--- src/rtl/gauss_rng_feeder.sv ---
// Feeds mkgauss two-beat random words from two xorshift64 generators and streams the captured samples out.
// Optional feature macro: SMP_SUM_EN adds sum_out, a signed running sum of accepted samples.
module gauss_rng_feeder #(
    parameter int CNT_W   = 10,
    parameter int TIMEOUT = 2000,
    parameter int GAP     = 2
) (
    input  logic             clk,
    input  logic             rst_n,
    input  logic             start,
    input  logic [CNT_W-1:0] n_samples,
    input  logic             seed_we,
    input  logic [63:0]      seed_a,
    input  logic [63:0]      seed_b,
    output logic             r1_valid,
    output logic             r2_valid,
    output logic [63:0]      r1,
    output logic [63:0]      r2,
    input  logic             val_valid,
    input  logic [31:0]      val,
    output logic             smp_valid,
    input  logic             smp_ready,
    output logic [31:0]      smp_data,
    output logic             busy,
    output logic             done,
`ifdef SMP_SUM_EN
    output logic [47:0]      sum_out,
`endif
    output logic             err_timeout
);

    localparam logic [63:0] GOLDEN = 64'h9E3779B97F4A7C15;
    localparam int TW = $clog2(TIMEOUT + 1);
    localparam int GW = $clog2(GAP + 1);

    typedef enum logic [3:0] {
        ST_IDLE   = 4'd0,
        ST_BEAT_A = 4'd1,
        ST_GAP_A  = 4'd2,
        ST_BEAT_B = 4'd3,
        ST_WAIT   = 4'd4,
        ST_HOLD   = 4'd5,
        ST_PUSH   = 4'd6,
        ST_COOL   = 4'd7,
        ST_DONE   = 4'd8
    } state_t;

    function automatic logic [63:0] xs64_step(input logic [63:0] x);
        logic [63:0] y;
        y = x ^ (x << 13);
        y = y ^ (y >> 7);
        y = y ^ (y << 17);
        return y;
    endfunction

    // An all-zero state would lock xorshift at zero forever
    function automatic logic [63:0] seed_fix(input logic [63:0] s);
        return (s == 64'd0) ? GOLDEN : s;
    endfunction

    state_t           state_r;
    logic [63:0]      gen_a_r;
    logic [63:0]      gen_b_r;
    logic [63:0]      gen_a_cur_s;
    logic [63:0]      gen_b_cur_s;
    logic             r_valid_r;
    logic [63:0]      r1_r;
    logic [63:0]      r2_r;
    logic             smp_valid_r;
    logic [31:0]      smp_data_r;
    logic             busy_r;
    logic             done_r;
    logic             err_timeout_r;
    logic [CNT_W-1:0] n_lat_r;
    logic [CNT_W-1:0] smp_cnt_r;
    logic [TW-1:0]    wait_cnt_r;
    logic [GW-1:0]    cool_cnt_r;
`ifdef SMP_SUM_EN
    logic [47:0]      sum_r;
`endif

    // Seed load takes effect in the same cycle so a simultaneous start uses the new seed
    always_comb begin
        gen_a_cur_s = gen_a_r;
        gen_b_cur_s = gen_b_r;
        if ((state_r == ST_IDLE) && seed_we) begin
            gen_a_cur_s = seed_fix(seed_a);
            gen_b_cur_s = seed_fix(seed_b);
        end else begin
            gen_a_cur_s = gen_a_r;
            gen_b_cur_s = gen_b_r;
        end
    end

    // Main sequencer: beat issue, result capture, sample push and run bookkeeping
    always_ff @(posedge clk or negedge rst_n) begin
        if (!rst_n) begin
            state_r       <= ST_IDLE;
            gen_a_r       <= GOLDEN;
            gen_b_r       <= GOLDEN;
            r_valid_r     <= 1'b0;
            r1_r          <= 64'd0;
            r2_r          <= 64'd0;
            smp_valid_r   <= 1'b0;
            smp_data_r    <= 32'd0;
            busy_r        <= 1'b0;
            done_r        <= 1'b0;
            err_timeout_r <= 1'b0;
            n_lat_r       <= {CNT_W{1'b0}};
            smp_cnt_r     <= {CNT_W{1'b0}};
            wait_cnt_r    <= {TW{1'b0}};
            cool_cnt_r    <= {GW{1'b0}};
`ifdef SMP_SUM_EN
            sum_r         <= 48'd0;
`endif
        end else begin
            gen_a_r   <= gen_a_cur_s;
            gen_b_r   <= gen_b_cur_s;
            r_valid_r <= 1'b0;
            r1_r      <= 64'd0;
            r2_r      <= 64'd0;
            done_r    <= 1'b0;
            case (state_r)
                ST_IDLE: begin
                    if (start) begin
                        n_lat_r       <= n_samples;
                        smp_cnt_r     <= {CNT_W{1'b0}};
                        err_timeout_r <= 1'b0;
`ifdef SMP_SUM_EN
                        sum_r         <= 48'd0;
`endif
                        if (n_samples == {CNT_W{1'b0}}) begin
                            state_r <= ST_DONE;
                            done_r  <= 1'b1;
                        end else begin
                            state_r   <= ST_BEAT_A;
                            busy_r    <= 1'b1;
                            r_valid_r <= 1'b1;
                            r1_r      <= gen_a_cur_s;
                            r2_r      <= gen_b_cur_s;
                            gen_a_r   <= xs64_step(gen_a_cur_s);
                            gen_b_r   <= xs64_step(gen_b_cur_s);
                        end
                    end
                end
                ST_BEAT_A: state_r <= ST_GAP_A;
                ST_GAP_A: begin
                    state_r   <= ST_BEAT_B;
                    r_valid_r <= 1'b1;
                    r1_r      <= gen_a_cur_s;
                    r2_r      <= gen_b_cur_s;
                    gen_a_r   <= xs64_step(gen_a_cur_s);
                    gen_b_r   <= xs64_step(gen_b_cur_s);
                end
                ST_BEAT_B: begin
                    state_r    <= ST_WAIT;
                    wait_cnt_r <= {TW{1'b0}};
                end
                ST_WAIT: begin
                    if (val_valid) begin
                        smp_data_r <= val;
                        state_r    <= ST_HOLD;
                    end else if (wait_cnt_r == TW'(TIMEOUT - 1)) begin
                        err_timeout_r <= 1'b1;
                        state_r       <= ST_DONE;
                        done_r        <= 1'b1;
                        busy_r        <= 1'b0;
                    end else begin
                        wait_cnt_r <= wait_cnt_r + TW'(1);
                    end
                end
                // Only the first result cycle is captured; a held val_valid just delays the push
                ST_HOLD: begin
                    if (!val_valid) begin
                        state_r     <= ST_PUSH;
                        smp_valid_r <= 1'b1;
                    end
                end
                ST_PUSH: begin
                    if (smp_ready) begin
                        smp_valid_r <= 1'b0;
                        smp_cnt_r   <= smp_cnt_r + CNT_W'(1);
                        cool_cnt_r  <= {GW{1'b0}};
                        state_r     <= ST_COOL;
`ifdef SMP_SUM_EN
                        sum_r       <= sum_r + {{16{smp_data_r[31]}}, smp_data_r};
`endif
                    end
                end
                ST_COOL: begin
                    if (cool_cnt_r == GW'(GAP - 1)) begin
                        if (smp_cnt_r != n_lat_r) begin
                            state_r   <= ST_BEAT_A;
                            r_valid_r <= 1'b1;
                            r1_r      <= gen_a_cur_s;
                            r2_r      <= gen_b_cur_s;
                            gen_a_r   <= xs64_step(gen_a_cur_s);
                            gen_b_r   <= xs64_step(gen_b_cur_s);
                        end else begin
                            state_r <= ST_DONE;
                            done_r  <= 1'b1;
                            busy_r  <= 1'b0;
                        end
                    end else begin
                        cool_cnt_r <= cool_cnt_r + GW'(1);
                    end
                end
                ST_DONE: state_r <= ST_IDLE;
                default: begin
                    state_r     <= ST_IDLE;
                    busy_r      <= 1'b0;
                    smp_valid_r <= 1'b0;
                end
            endcase
        end
    end

    assign r1_valid    = r_valid_r;
    assign r2_valid    = r_valid_r;
    assign r1          = r1_r;
    assign r2          = r2_r;
    assign smp_valid   = smp_valid_r;
    assign smp_data    = smp_data_r;
    assign busy        = busy_r;
    assign done        = done_r;
    assign err_timeout = err_timeout_r;
`ifdef SMP_SUM_EN
    assign sum_out     = sum_r;
`endif

endmodule
--- config.mk ---
export PLATFORM = sky130hd
export DESIGN_NAME = gauss_rng_feeder
export DESIGN_NICKNAME = d
export VERILOG_FILES = /design/src/rtl/gauss_rng_feeder.sv
export SDC_FILE = /design/constraint.sdc
export NUM_CORES = 1
export LEC_CHECK = 0
export BUFFER_PORTS_ARGS = -buffer_cell sky130_fd_sc_hd__buf_2
export CELL_PAD_IN_SITES_DETAIL_PLACEMENT = 1
export CELL_PAD_IN_SITES_GLOBAL_PLACEMENT = 1
export CORE_AREA = 2 2 206 208
export DETAILED_ROUTE_END_ITERATION = 16
export DIE_AREA = 0 0 208 210
export GPL_ROUTABILITY_DRIVEN = 1
export PLACE_DENSITY = 0.84
export SETUP_SLACK_MARGIN = 0.4
export SYNTH_ARGS = -nofsm -noshare
export SYNTH_HDL_FRONTEND = slang
export SYNTH_SLANG_ARGS = --single-unit
--- constraint.sdc ---
create_clock -name clk -period 4.5 [get_ports clk]
set_input_delay 0 -clock clk [delete_from_list [all_inputs] [get_ports clk]]
set_output_delay 0 -clock clk [all_outputs]
set_load 0.01 [all_outputs]
==> summary.md, run 1 <==
| Metric | Value |
|---|---|
| Yosys top cell by area | `dfrtp_1` |
| Dpl cells | `2,762` |
| DR vias/cell | `5.88` |
| Top cells by area, synth | `dfrtp_1 (33%), xnor2_1 (13%), dfstp_2 (10%)` |
| Root Driver | `clkbuf_16` |
| Final period util | `0.865` |
| Commonest non-fill, non-tap cell in the layout | `buf_2` |
| Seq pwr share | `0.233` |
| Max VDD drop | `428 uV` |
| DRT met1 WL | `30,400 um` |
| Yosys top cell area share | `0.329` |
| Die W | `208 um` |
| Final ANT Viol Nets | `0` |
| Critical Path Sink Type | `flop` |
| Sequential Area | `8350 um^2` |
| Detailed-placement wirelength estimate | `48,800 um` |
| Slew HR | `0.368` |
| FMAX | `257 MHz` |
| Net Sw Frac | `0.461` |
| Worst skew pair latency | `0.56 ns` |
| Number of synthesized flops with an enable pin | `0` |
| Synth async-reset ratio | `1.00` |
| First-pass GRT wire length | `116,000 um` |
| Endpoints failing setup | `0` |
| Nets@finish | `2,596` |
| DP Worst Slack | `0.785 ns` |
| Hold Slack | `0.0300 ns` |
| H-tree depth | `2` |
| Final Instance Area | `24,300 um^2` |
| Post-synthesis instance area | `19,300 um^2` |
| Clock tree from TritonCTS | `done` |
| Sequential area share after synthesis | `0.433` |
| Vias in the first global route | `19,300` |
| Crit-path max FO | `124` |
| Power Dens Cells | `981 nW/um^2` |
| Final Hold Viols | `0` |
| Synth warn | `0` |
| Least-Margin Pin Slew | `0.939 ns` |
| GP Congestion | `0.924` |
| Final non-filler cell total | `2,987` |
| Fillers | `4,635` |
| Net switching power figure | `11.0 mW` |
| Skew final | `0.0220 ns` |
| Die Y | `210 um` |
| Dpl cell area | `21,400 um^2` |
| Worst setup SP type | `flop` |
| Outcome | `complete, no violations` |
| PnR worst setup slack | `0.606 ns` |
| Synth unique cells | `81` |
| Die area | `43,700 um^2` |
| Leakage dissipation | `11.1 nW` |
| Fin util | `0.586` |
| Pint | `12.9 mW` |
| Synth Register Bits | `330` |
| Hold/Removal Path Class | `primary input to flop` |
| Top-Level Pins | `342` |
| Starting DRT DRC Count | `1,486` |
| Area of the multi-input gates | `10,400 um^2` |
| Most frequent cells in the layout | `buf_2 (340), xnor2_1 (281), dfrtp_1 (254), nor2_1 (243), nand2_1 (173)` |
| Top sig layer | `met5` |
| Worst Hold Depth | `4` |
| Site row count | `75` |
| RSZ-0062 raised after global routing | `no` |
| I/O Buffers | `341` |
| Core Area | `41,500 um^2` |
| Share of cells above drive strength 1 | `0.244` |
| Setup TNS | `0 ns` |
| Layout area overhead | `26.1%` |
| DRT Pass-1 Iters | `5` |
| Pin count of the biggest net entering global routing | `125` |
| Critical path type | `flop to flop` |
| Syn Inst Count | `1,967` |
| WL met3 | `6170 um` |
| Worst EP required | `4.89 ns` |
| Net count of the mapped netlist | `2,146` |
| Sink Count | `330` |
| DR DRC count | `0` |
| Total power draw | `23.9 mW` |
| Final WL | `75,300 um` |
| Syn avg cell area | `9.81 um^2` |
| Total number of vias | `17,600` |
| Reg2Reg Depth | `9` |
| CTS max path bufs | `3` |
| Total CTS buffers | `39` |
| GRT overflow | `0` |
| Final Max Tran Viols | `0` |
| Post-synth top flop | `dfrtp_1` |
| Starting Density | `0.465` |
| Global Route Usage Sum | `0.343` |
| Max cap viols | `0` |
| Clk pwr share | `0.145` |
| Clock-pin slew on the worst setup and hold paths | `0.06 ns` |
| Worst EP arrival | `4.29 ns` |
| Initial antenna violation count | `2` |
| Logic pwr share | `0.623` |
| DR WL/cell | `25.2 um` |
| Final Critical Period | `3.89 ns` |
| Met2 WL | `34,600 um` |
==> worst max-delay path, cell delays in order, from the launching register on <==
cell and delay [ns]:
dfrtp_1 0.65, nor4_4 0.63, nand2_8 0.32, buf_12 0.41, mux2i_2 0.51, xnor2_1 0.30
xor2_1 0.17, xnor2_1 0.35, nand2_1 0.12, o21ai_0 0.21
==> state kept, by name (all words and copies together) (netlist names), 2 cells and up <==
register    flops
r2             64
wait_cnt_r     11
r1             64
smp_cnt_r      10
gen_a_r        64
n_lat_r        10
state_r         4
gen_b_r        64
cool_cnt_r      2
smp_data       32
==> kinds of logic (layout without fill, tap and decap cells) <==
group	Yosys count	in the layout	share of synthesized area
AO/OA/AOI/OAI	312	312	0.102
multiplexers	99	99	0.0604
AND/OR/NAND/NOR	635	635	0.154
adder cells (fa/ha/maj)	3	3	0.00195
other	0	1	0
buffers and inverters	123	603	0.0303
flip-flops	330	330	0.433
XOR/XNOR	465	465	0.218
==> cell usage after synthesis, types with 9 or more instances <==
cell type / instances
buf_6: 9
nor2_1: 243
clkbuf_1: 47
mux2_2: 34
dfrtp_1: 254
nand4_1: 16
o21ai_0: 76
a21oi_2: 9
nor3_1: 19
and2_1: 33
mux2i_1: 46
o211ai_1: 16
xor2_1: 172
nand2_1: 173
buf_1: 17
buf_2: 38
or3_1: 25
inv_1: 9
nand2b_1: 16
dfstp_2: 76
mux2i_2: 12
nor4_1: 40
xnor2_1: 281
nand3_1: 26
a21oi_1: 120
and3_1: 10
==> layout make-up <==
| cell class | instances | area share |
|---|---|---|
| antenna | 1 | 0.000103 |
| timing repair buffer | 522 | 0.144 |
| inverter | 10 | 0.00159 |
| tap | 539 | 0.0277 |
| clock buffer | 57 | 0.0471 |
| sequential | 330 | 0.343 |
| multi-input combinational | 1514 | 0.428 |
| clock inverter | 14 | 0.00854 |
==> layer usage <==
layer  track usage  up-vias
met3        0.0727      268
met2         0.550      903
met4         0.176        2
met5             0        -
li1              -     7538
met1         0.441     8857
==> repair_timing <==
item / 4_1_cts / 5_1_grt
endpoints found under the hold margin: 336 / 0
resized for setup: 0 / 3
setup endpoints to repair: 0 / 3
hold buffers: 153 / 0
buffers inserted: 0 / 0
==> final timing paths <==
| kind | to | from | slack, ns |
|---|---|---|---|
| setup / recovery | gen_a_r[16]$_DFF_PN0_ | state_r[0]$_DFFE_PN0P_ | 0.61 |
| hold / removal | gen_a_r[35]$_DFF_PN1_ | seed_a[35] | 0.03 |
| setup reg to reg | gen_a_r[16]$_DFF_PN0_ | state_r[0]$_DFFE_PN0P_ | 0.61 |
| hold reg to reg | n_lat_r[0]$_DFFE_PN0P_ | n_lat_r[0]$_DFFE_PN0P_ | 0.50 |
| max in group asynchronous | n_lat_r[5]$_DFFE_PN0P_ | rst_n | 3.10 |
| min in group asynchronous | r2[33]$_DFF_PN0_ | rst_n | 0.09 |
==> power groups by stage <==
| stage | clock network, mW | registers, mW | logic, mW |
|---|---|---|---|
| detailed placement | 0 | 5.48 | 14.1 |
| finish | 3.46 | 5.55 | 14.9 |
| global placement | 0 | 5.40 | 13.5 |
| global route | 3.61 | 5.67 | 15.9 |
| floorplan | 0 | 5.43 | 10.3 |
| CTS | 3.46 | 5.47 | 14.4 |
(Power assumes the default switching activity.)
==> run 2, diff against run 1 <==
Settings changed: CORE_AREA 2 2 206 208 to 2 2 213 215, DIE_AREA 0 0 208 210 to 0 0 215 217, PLACE_DENSITY 0.84 to 0.8.
Clock period 4.5 ns to 4.3 ns, I/O delays scaled along.
==> run 2 against run 1 <==
Effect of this change: the flow now finishes with violations (negative hold slack); hold slack worse by 0.046 ns; die area grew 6.8%; via count is 0.93% higher; flip-flop and latch count is the same; setup slack gained 0.013 ns; power is 5.6% higher; final cell count rose by 2.8%; fmax is 5.8% higher; clock skew grew 0.0088 ns; sequential share of layout area decreased by 0.36 points; combinational power increased by 5%; critical path type unchanged; largest cell class unchanged; largest power group unchanged.
==> summary.md, run 2 (synthesis results as in run 1) <==
| Metric | Value |
|---|---|
| Global Route Usage Sum | `0.326` |
| Reg2Reg Capture Point | `gen_b_r[38]$_DFF_PN0_` |
| Failing checks | `negative hold slack` |
| Die W | `215 um` |
| Final Hold Viols | `5` |
| Initial antenna violation count | `5` |
| DR vias/cell | `5.78` |
| Reg2Reg Depth | `9` |
| DR WL/cell | `24.9 um` |
| Skew final | `0.0307 ns` |
| Share of cells above drive strength 1 | `0.251` |
| Die Y | `217 um` |
| Hold/Removal Path Class | `primary input to async pin` |
| Final Max Tran Viols | `0` |
| DRT Pass-1 Iters | `5` |
| Starting DRT DRC Count | `1,461` |
| Endpoints failing setup | `0` |
| FMAX | `272 MHz` |
| Outcome | `complete, but fails checks` |
| Layout area overhead | `27.4%` |
| Fillers | `5,056` |
| Max cap viols | `0` |
| GP Congestion | `0.924` |
| Reg2reg start | `state_r[1]$_DFFE_PN0P_` |
| Die area | `46,700 um^2` |
| Top-Level Pins | `342` |
| Max VDD drop | `375 uV` |
| Total CTS buffers | `39` |
| DR DRC count | `0` |
| Detailed-placement wirelength estimate | `49,100 um` |
| Leakage dissipation | `11.3 nW` |
| Final Critical Period | `3.68 ns` |
| Worst EP required | `4.76 ns` |
| I/O Buffers | `341` |
| RSZ-0062 raised after global routing | `no` |
| Total power draw | `25.2 mW` |
| Power Dens Cells | `1030 nW/um^2` |
| Critical Path Sink Type | `flop` |
| R2R Setup Slk | `0.62 ns` |
| Least-Margin Pin Slew | `0.846 ns` |
| CTS max path bufs | `3` |
| Final period util | `0.856` |
| Nets@finish | `2,616` |
| GRT overflow | `0` |
| Worst EP arrival | `4.14 ns` |
| Total number of vias | `17,700` |
| Final ANT Viol Nets | `0` |
| DP Worst Slack | `0.571 ns` |
| Hold Slack | `-0.0160 ns` |
| Worst setup SP type | `flop` |
| Crit-path max FO | `56` |
| Final Instance Area | `24,600 um^2` |
| Vias in the first global route | `19,200` |
| Pin count of the biggest net entering global routing | `111` |
| Setup TNS | `0 ns` |
| Commonest non-fill, non-tap cell in the layout | `buf_2` |
| H-tree depth | `2` |
| Most frequent cells in the layout | `buf_2 (340), xnor2_1 (281), dfrtp_1 (254), nor2_1 (243), nand2_1 (173)` |
| Clock-pin slew on the worst setup and hold paths | `0.07 ns` |
| Starting Density | `0.432` |
| Root Driver | `clkbuf_16` |
| Slew HR | `0.432` |
| Core Area | `44,700 um^2` |
| Clock tree from TritonCTS | `done` |
| Critical path type | `flop to flop` |
| First-pass GRT wire length | `117,000 um` |
| Sink Count | `330` |
| Site row count | `78` |
| Dpl cell area | `21,600 um^2` |
| PnR worst setup slack | `0.620 ns` |
| Worst skew pair latency | `0.59 ns` |
| Final WL | `76,400 um` |
[run 2: changes by cell type in the layout (fill, tap and decap cells not counted), moves of 4 or more]
cell,delta
buf_4,+18
clkbuf_1,-6
clkinv_2,+5
dlygate4sd3_1,+4
[run 2: worst max path at each step]
| stage | from | slack (ns) | to | cells past startpoint |
|---|---|---|---|---|
| after detailed placement | state_r[1]$_DFFE_PN0P_ | 0.57 | gen_b_r[16]$_DFF_PN0_ | 9 |
| after global placement | smp_cnt_r[3]$_DFFE_PN0P_ | 0.78 | gen_b_r[56]$_DFF_PN0_ | 8 |
| after global routing | state_r[1]$_DFFE_PN0P_ | 0.44 | gen_a_r[51]$_DFF_PN0_ | 9 |
| after floorplan | state_r[0]$_DFFE_PN0P_ | 1.72 | gen_b_r[31]$_DFF_PN0_ | 9 |
| final | state_r[1]$_DFFE_PN0P_ | 0.62 | gen_b_r[38]$_DFF_PN0_ | 9 |
| after CTS | state_r[1]$_DFFE_PN0P_ | 0.57 | gen_b_r[16]$_DFF_PN0_ | 9 |
[run 2: repair_timing]
action | CTS | global route
buffers inserted | 0 | 0
resized for setup | 0 | 1
setup endpoints to repair | 0 | 18
hold buffers | 157 | 0
hold endpoints to repair | 327 | 0
[run 2: routing by layer]
metal  up-vias  part of all wire  track usage
met5         -           0.00034            0
met4         4             0.057        0.172
met3       276             0.075       0.0697
met2       880              0.46        0.522
met1      8969              0.40        0.416
li1       7602                 -            -
[run 2: per-stage QoR]
step | utilization | instances
after global placement | 0.483 | 2839
final | 0.550 | 3070
after global routing | 0.550 | 3069
after floorplan | - | 1967
after CTS | 0.550 | 3067
after detailed placement | 0.483 | 2839
[run 2: cell type report]
cell class,instances,area [um^2],share of cell area
clock buffer,50,1100,0.0447
tap,600,751,0.0305
sequential,330,8350,0.340
antenna,3,7.51,0.000305
timing repair buffer,542,3630,0.148
clock inverter,21,303,0.0123
multi-input combinational,1514,10400,0.423
inverter,10,38.8,0.00158
[run 2: worst max-delay path: stages, from the launching register on]
cell and delay (ns):
dfrtp_1 0.63, nor4_4 0.47, nand2_8 0.38, buf_4 0.42, mux2i_1 0.47, xnor2_1 0.29
xor2_1 0.28, xnor2_2 0.18, xnor2_1 0.13, mux2i_1 0.28
[run 2: power breakdown]
group / switching [mW] / internal (mW)
sequential: 1.01 / 4.73
clock: 1.50 / 2.24
combinational: 9.09 / 6.63
total: 11.6 / 13.6
==> run 3, diff against run 2 <==
Settings changed: MAX_ROUTING_LAYER set to met4.
==> run 3 against run 2 <==
Effect of this change: the run now ends clean; combinational power about the same; routed wire length down 1.1%; clock-buffer cell count up 3; largest power group unchanged.
==> summary.md, run 3 (synthesis results as in run 1) <==
| Metric | Value |
|---|---|
| Global Route Usage Sum | `0.331` |
| R2R Setup Slk | `0.65 ns` |
| Dpl cells | `2,834` |
| RSZ-0062 raised after global routing | `no` |
| Die Y | `217 um` |
| Pin count of the biggest net entering global routing | `111` |
| Pint | `13.6 mW` |
| Least-Margin Pin Slew | `0.891 ns` |
| Power Dens Cells | `1020 nW/um^2` |
| Initial antenna violation count | `5` |
| First-pass GRT wire length | `115,000 um` |
| Clock-pin slew on the worst setup and hold paths | `0.06 ns` |
| Die area | `46,700 um^2` |
| Endpoints failing setup | `0` |
| Hold/Removal Path Class | `primary input to flop` |
| Crit-path max FO | `53` |
| Hold Crit Start | `seed_a[38]` |
| CTS max path bufs | `3` |
| Seq pwr share | `0.230` |
| PnR worst setup slack | `0.653 ns` |
| CP most frequent cell | `buf_4` |
| Outcome | `complete, no violations` |
| Final Max Tran Viols | `0` |
| Final ANT Viol Nets | `0` |
| Fillers | `5,095` |
| Worst EP required | `4.72 ns` |
| Logic pwr share | `0.622` |
| Layout area overhead | `27.6%` |
| Commonest non-fill, non-tap cell in the layout | `buf_2` |
| GP Congestion | `0.930` |
| Sink Count | `330` |
| Max cap viols | `0` |
| Slew HR | `0.402` |
| Worst EP arrival | `4.07 ns` |
| Worst skew pair latency | `0.59 ns` |
| Clock tree from TritonCTS | `done` |
| Core Area | `44,700 um^2` |
| Worst setup SP type | `flop` |
| Detailed-placement wirelength estimate | `48,600 um` |
| Nets@finish | `2,612` |
| Critical path type | `flop to flop` |
| Skew final | `0.0330 ns` |
| Final non-filler cell total | `3,072` |
| Total CTS buffers | `40` |
| FMAX | `274 MHz` |
| Final Hold Viols | `0` |
| I/O Buffers | `341` |
| CP max stage delay | `0.62 ns` |
| DR DRC count | `0` |
| Final period util | `0.848` |
| WHS Endpoint | `gen_a_r[38]$_DFF_PN0_` |
| Critical Path Sink Type | `flop` |
| Max VDD drop | `409 uV` |
| Starting Density | `0.432` |
| Net Sw Frac | `0.458` |
| DP Worst Slack | `0.686 ns` |
| Final WL | `75,500 um` |
| H-tree depth | `2` |
| Vias in the first global route | `19,000` |
| Worst Hold Depth | `3` |
| Reg2Reg Depth | `11` |
| GRT overflow | `0` |
| Clk pwr share | `0.148` |
| Hold Slack | `0.0300 ns` |
| Most frequent cells in the layout | `buf_2 (340), xnor2_1 (281), dfrtp_1 (253), nor2_1 (243), nand2_1 (173)` |
| Setup TNS | `0 ns` |
| Final Instance Area | `24,600 um^2` |
| Leakage dissipation | `11.3 nW` |
| Critical-path cell list | `nor4_4, buf_4, nand2_8, buf_4, nor2_1, a21oi_1, buf_4, xnor2_1, xor3_1, nor2_1, a21oi_1` |
| Die W | `215 um` |
| Total number of vias | `17,400` |
| Root Driver | `clkbuf_16` |
| Starting DRT DRC Count | `1,331` |
| DRT Pass-1 Iters | `5` |
| Reg2reg start | `state_r[2]$_DFFE_PN0P_` |
| DR vias/cell | `5.68` |
| Share of cells above drive strength 1 | `0.249` |
| Dpl cell area | `21,600 um^2` |
| CP max-delay cell | `dfrtp_1` |
| Final Critical Period | `3.65 ns` |
| Site row count | `78` |
| Top-Level Pins | `342` |
| Net switching power figure | `11.5 mW` |
| DR WL/cell | `24.6 um` |
| Critical path origin | `state_r[2]$_DFFE_PN0P_` |
| Reg2Reg Capture Point | `gen_b_r[31]$_DFF_PN0_` |
| Fin util | `0.551` |
| Total power draw | `25.1 mW` |
## run 3: layout make-up
type,instances,area (um^2),share of cell area
tap,600,751,0.0305
clock inverter,21,283,0.0115
inverter,10,38.8,0.00158
sequential,330,8350,0.339
antenna,7,17.5,0.000712
clock buffer,53,1120,0.0456
multi-input combinational,1514,10400,0.423
timing repair buffer,537,3640,0.148
## run 3: worst max path at each step
stage / cells after the start / end / slack, ns
6_report: 11 / gen_b_r[31]$_DFF_PN0_ / 0.65
5_1_grt: 11 / gen_b_r[31]$_DFF_PN0_ / 0.51
4_1_cts: 11 / gen_b_r[1]$_DFF_PN0_ / 0.46
3_5_place_dp: 8 / gen_b_r[31]$_DFF_PN0_ / 0.69
3_3_place_gp: 9 / gen_a_r[51]$_DFF_PN0_ / 0.91
2_1_floorplan: 9 / gen_b_r[31]$_DFF_PN0_ / 1.72
## run 3: worst max-delay path: cells and delay by family, from the launching register on
| family | cells | cell delay, ns |
|---|---|---|
| xor+xnor | 2 | 0.94 |
| buf+inv | 3 | 0.78 |
| simple gates | 4 | 0.96 |
| compound gates | 2 | 0.18 |
| flops | 1 | 0.62 |
## run 3: what timing repair did
| item | CTS | global route |
|---|---|---|
| endpoints found under the hold margin | 336 | 0 |
| buffers inserted | 0 | 1 |
| resized for setup | 0 | 3 |
| hold buffers | 156 | 0 |
| setup endpoints to repair | 0 | 3 |
## run 3: power by group through the flow
stage | sequential (mW) | combinational [mW] | clock (mW)
4_1_cts | 5.67 | 15.2 | 3.71
2_1_floorplan | 5.68 | 10.8 | 0
3_3_place_gp | 5.64 | 14.4 | 0
3_5_place_dp | 5.70 | 14.8 | 0
5_1_grt | 5.88 | 16.7 | 3.88
6_report | 5.76 | 15.6 | 3.71
## run 3: per-layer routing
| metal | wire (um) | global-route usage | part of all wire | up-vias |
|---|---|---|---|---|
| li1 | - | - | - | 7590 |
| met1 | 30500 | 0.406 | 0.40 | 8786 |
| met2 | 35300 | 0.522 | 0.47 | 806 |
| met3 | 5460 | 0.0647 | 0.072 | 253 |
| met4 | 4190 | 0.174 | 0.056 | 0 |
| met5 | 0 | - | 0 | - |
